<file path="config.mk">
export PLATFORM = sky130hd
export DESIGN_NAME = lfsr_prbs_gen
export DESIGN_NICKNAME = d
export VERILOG_FILES = /design/src/rtl/lfsr_prbs_gen.sv
export SDC_FILE = /design/constraint.sdc
export NUM_CORES = 1
export LEC_CHECK = 0
export BUFFER_PORTS_ARGS = -buffer_cell sky130_fd_sc_hd__buf_2
export CORE_ASPECT_RATIO = 1.5
export CORE_MARGIN = 8
export CORE_UTILIZATION = 50
export CTS_BUF_LIST = sky130_fd_sc_hd__clkbuf_8
export DETAILED_ROUTE_END_ITERATION = 10
export PLACE_DENSITY = 0.83
export SLEW_MARGIN = 25
export SYNTH_ARGS = -nofsm -noshare
export SYNTH_HDL_FRONTEND = slang
export SYNTH_SLANG_ARGS = --single-unit
</file>
<file path="constraint.sdc">
create_clock -name clk_i -period 2.9 [get_ports clk_i]
set_input_delay 0 -clock clk_i [delete_from_list [all_inputs] [get_ports clk_i]]
set_output_delay 0 -clock clk_i [all_outputs]
set_load 0.005 [all_outputs]
</file>
<file path="src/rtl/lfsr_prbs_gen.sv">
// Parametrised Fibonacci LFSR PRBS source with clock enable, runtime seed load
// and all-zero lock-up recovery. Define LFSR_PERIOD_EN to add WRAP/PERIOD measurement.
module lfsr_prbs_gen #(
  parameter int unsigned          WIDTH = 16,
  parameter logic [WIDTH-1:0]     TAPS  = WIDTH'(16'hB400),
  parameter logic [WIDTH-1:0]     SEED  = WIDTH'(16'hACE1)
) (
  input  logic             clk_i,
  input  logic             reset_i,
  input  logic             en_i,
  input  logic             load_i,
  input  logic [WIDTH-1:0] seed_in_i,
  output logic [WIDTH-1:0] q_o,
  output logic             lockup_o,
  output logic             wrap_o,
  output logic [WIDTH-1:0] period_o
);

  logic [WIDTH-1:0] q_q, q_d;
  logic             lockup_q, lockup_d;
  logic             fb_c;
  logic             zero_c;

  // Next state: lock-up recovery beats LOAD, which beats EN; RESET is in the flop.
  always_comb begin
    fb_c     = ^(q_q & TAPS);
    zero_c   = (q_q == '0);
    q_d      = q_q;
    lockup_d = 1'b0;
    if (zero_c) begin
      q_d      = SEED;
      lockup_d = 1'b1;
    end else if (load_i) begin
      q_d = seed_in_i;
    end else if (en_i) begin
      q_d = {q_q[WIDTH-2:0], fb_c};
    end
  end

  always_ff @(posedge clk_i) begin
    if (reset_i) begin
      q_q      <= SEED;
      lockup_q <= 1'b0;
    end else begin
      q_q      <= q_d;
      lockup_q <= lockup_d;
    end
  end

  assign q_o      = q_q;
  assign lockup_o = lockup_q;

`ifdef LFSR_PERIOD_EN
  logic [WIDTH-1:0] start_q, start_d;
  logic [WIDTH-1:0] cnt_q, cnt_d;
  logic [WIDTH-1:0] cnt_inc_c;
  logic [WIDTH-1:0] period_q, period_d;
  logic             wrap_q, wrap_d;

  // Step counter saturates so an unrevisited start value never fakes a wrap.
  always_comb begin
    cnt_inc_c = (cnt_q == '1) ? cnt_q : cnt_q + WIDTH'(1);
    start_d   = start_q;
    cnt_d     = cnt_q;
    period_d  = period_q;
    wrap_d    = 1'b0;
    if (zero_c) begin
      start_d = SEED;
      cnt_d   = '0;
    end else if (load_i) begin
      start_d = seed_in_i;
      cnt_d   = '0;
    end else if (en_i) begin
      if (q_d == start_q) begin
        wrap_d   = 1'b1;
        period_d = cnt_inc_c;
        cnt_d    = '0;
      end else begin
        cnt_d = cnt_inc_c;
      end
    end
  end

  always_ff @(posedge clk_i) begin
    if (reset_i) begin
      start_q  <= SEED;
      cnt_q    <= '0;
      period_q <= '0;
      wrap_q   <= 1'b0;
    end else begin
      start_q  <= start_d;
      cnt_q    <= cnt_d;
      period_q <= period_d;
      wrap_q   <= wrap_d;
    end
  end

  assign wrap_o   = wrap_q;
  assign period_o = period_q;
`else
  assign wrap_o   = 1'b0;
  assign period_o = '0;
`endif

endmodule

</file>
==> metrics.md <==
| Metric | Value |
|---|---|
| Outcome | finished, final reports clean |
| Vias in the first global route | 897 |
| Vias | 841 |
| Grt peak-use layer | met2 |
| Dpl hpwl | 1834 um |
| Overall routed net length | 2389 um |
| Worst Path Required | 3.00 ns |
| Max-cap violations | 0 |
| Post-route setup TNS | 0 ns |
| Crit path kind | flip-flop to flip-flop |
| Top cell type's share of synthesized area | 32.46% |
| Worst skew pair latency | 0.26 ns |
| Launching element type of the critical path | flip-flop |
| DR iter-0 viols | 18 |
| Clock Sink Count | 17 |
| #FFs+latches synth | 17 |
| Ant. Diodes | 0 |
| Core ar. | 2002 sq um |
| FP Rows | 20 |
| Final Skew | 0.007675 ns |
| CTS Buf Count | 3 |
| Clock slew at reported path FFs | 0.07 ns |
| Via density | 4.833 |
| Net Sw Power | 0.1581 mW |
| Largest net degree at the start of global routing | 27 |
| Area leader, netlist | dfxtp_1 |
| Met3 Usage GRT | 2.658% |
| CTS tree | yes |
| GRT Util Overall | 12.98% |
| Htree depth | 1 |
| Sequential fraction of the synthesis area | 32.46% |
| Final Hold Fails | 0 |
| P per Cell Area | 441.7 nW/um^2 |
| Avg Synthesized Cell Area | 9.532 sq um |
| Hold crit path type | input port to flip-flop |
| Ys flop type | dfxtp_1 |
| EDFF count, synth | 0 |
| Final Non-Filler Cells | 174 |
| Fmax | 0.6233 GHz |
| Die X | 53.39 um |
| Synth warnings | 0 |
| Number of top-level pins | 54 |
| Internal Power | 0.4111 mW |
| Count of buffers from port buffering | 36 |
| Static Leakage | 0.6277 nW |
| Synth top area cells | dfxtp_1, mux2i_1, buf_4 |
| Sw Ratio | 27.78% |
| Critical path data arrival time | 1.70 ns |
| Pins Over Slew Limit | 0 |
| Min Tclk post-route | 1.604 ns |
| Pwr Total | 0.5692 mW |
| Met2 GRT Util | 23.69% |
| Die area | 3849 sq um |
| Routability-driven placement congestion ratio | 0.7767 |
| Antenna violations before repair | 0 |
| Ratio of final minimum period to clock period | 55.32% |
| DRC errors left | 0 |
| Part of the power in registers | 47.9% |
| Clock network fraction of total power | 31.3% |
| Worst setup margin | 1.296 ns |
| Final net count | 174 |
| WL/cell | 13.73 um |
| Slew @ Worst Pin | 0.6428 ns |
| Setup slack at placement | 1.299 ns |
| Final setup vio count | 0 |
| Slew margin rel. | 57.15% |
| Post-CTS Setup Bufs | 0 |
| Initial Utilization | 52.38% |
| Synthesized instance count | 110 |
| First-pass GRT wire length | 3967 um |
| GRT overflow | 0 |
| Cell Area, Synth | 1049 sq um |
| M1 GR Usage | 12.83% |
| Gate power share | 20.7% |
| RSZ-0062 raised after global routing | no |
| Crit Path Max Fanout | 16 |
| Layout cell share with drive strength beyond 1 | 34.87% |
| Netlist cell types | 25 |
| Antenna-violating nets left | 0 |
| Synth async-reset ratio | 0% |
| Placed cells | 161 |
| Root cell of the clock tree | clkbuf_8 |
| CP Capture Type | flip-flop |
| Die Span Y | 72.09 um |
| First-pass detailed-route iteration total | 4 |
| Area growth syn-to-layout | 22.91% |
| Worst VDD drop | 330.9 uV |
| Longest Clk Path Bufs | 2 |
cell type report:
class / instances / area (sq um)
clock buffer: 3 / 41.29
fill: 166 / 713.2
sequential: 17 / 340.3
clock inverter: 1 / 5.005
timing repair buffer: 45 / 270.3
multi-input combinational: 83 / 593.1
inverter: 3 / 11.26
tap: 22 / 27.53
metrics by stage:
| step | utilization, % | hold slack [ns] | cell area (sq um) |
|---|---|---|---|
| after CTS | 64.38 | 0.05757 | 1289 |
| final | 64.38 | 0.05033 | 1289 |
| after detailed placement | 57.56 | 0.2095 | 1152 |
| after global routing | 64.38 | 0.06989 | 1289 |
| after global placement | 57.56 | 0.2081 | 1152 |
| after floorplan | - | 0.07238 | 1109 |
state kept, by name, indices dropped and copies added (netlist names):
signal and count:
q_o 16, lockup_o 1
power groups by stage:
stage	sequential [mW]	clock [mW]	combinational, mW
6_report	0.273	0.178	0.118
5_1_grt	0.275	0.192	0.133
4_1_cts	0.273	0.180	0.118
3_5_place_dp	0.278	0	0.109
3_3_place_gp	0.277	0	0.106
2_1_floorplan	0.276	0	0.0883
path summary, 6_finish.rpt:
path	from	to	cells after the start	slack, ns
worst min-delay path	seed_in_i[3]	q_o[3]$_SDFFE_PP0P_	4	0.05
worst max register to register	q_o[13]$_SDFFE_PP1P_	q_o[0]$_SDFFE_PP1P_	5	1.30
worst min register to register	q_o[6]$_SDFFE_PP1P_	lockup_o$_SDFF_PP0_	3	0.62
worst max-delay path	q_o[13]$_SDFFE_PP1P_	q_o[0]$_SDFFE_PP1P_	5	1.30
worst max-delay path, cell delays in order (launching register included):
cell and delay (ns):
dfxtp_1 0.38, inv_1 0.06, ha_1 0.18, nor4b_4 0.13, a41oi_2 0.51, o311ai_1 0.19
Yosys cell counts, drive strengths merged, types with 2 or more instances:
| cell | count |
|---|---|
| nor4 | 2 |
| mux2 | 7 |
| mux2i | 15 |
| nand2 | 15 |
| and2 | 8 |
| o21ai | 8 |
| buf | 21 |
| dfxtp | 17 |
| inv | 3 |
| clkbuf | 2 |
cell families (layout without fill, tap and decap cells):
group           after synthesis  in the layout  synth area share, %
buf+inv                      26             52                16.71
other cells                   1             17               0.3577
fa+ha+maj                     1              1                1.193
xor+xnor                      2              2                1.671
mux                          22             22                21.84
compound gates               11             11                6.683
simple gates                 30             30                19.09
flops                        17             17                32.46
layer usage:
layer	up-vias	share of wire, %
met5	-	0
met4	0	2.4
met3	7	7.0
met2	27	54
met1	387	37
li1	420	-
placed cells by master, fill, tap and decap left out:
cell / count
dfxtp_1: 17
nor4_4: 2
nand2_1: 15
a41oi_2: 1
o311ai_1: 1
mux2i_1: 15
inv_1: 3
buf_2: 36
conb_1: 17
nor4b_4: 1
a21oi_1: 1
dlygate4sd3_1: 9
clkbuf_8: 3
mux2_2: 7
and2_1: 6
clkinv_2: 1
xor2_1: 1
and2_4: 2
nand4_1: 1
o21ai_0: 8
nor3b_1: 1
xnor2_1: 1
nor2_1: 1
ha_1: 1
nor3_1: 1
timing repair:
| item | CTS | global route |
|---|---|---|
| gates resized for setup | 0 | 0 |
| hold buffers | 9 | 0 |
| endpoints found under the hold margin | 9 | 0 |
Note: power is estimated with default switching activity, not from simulation.
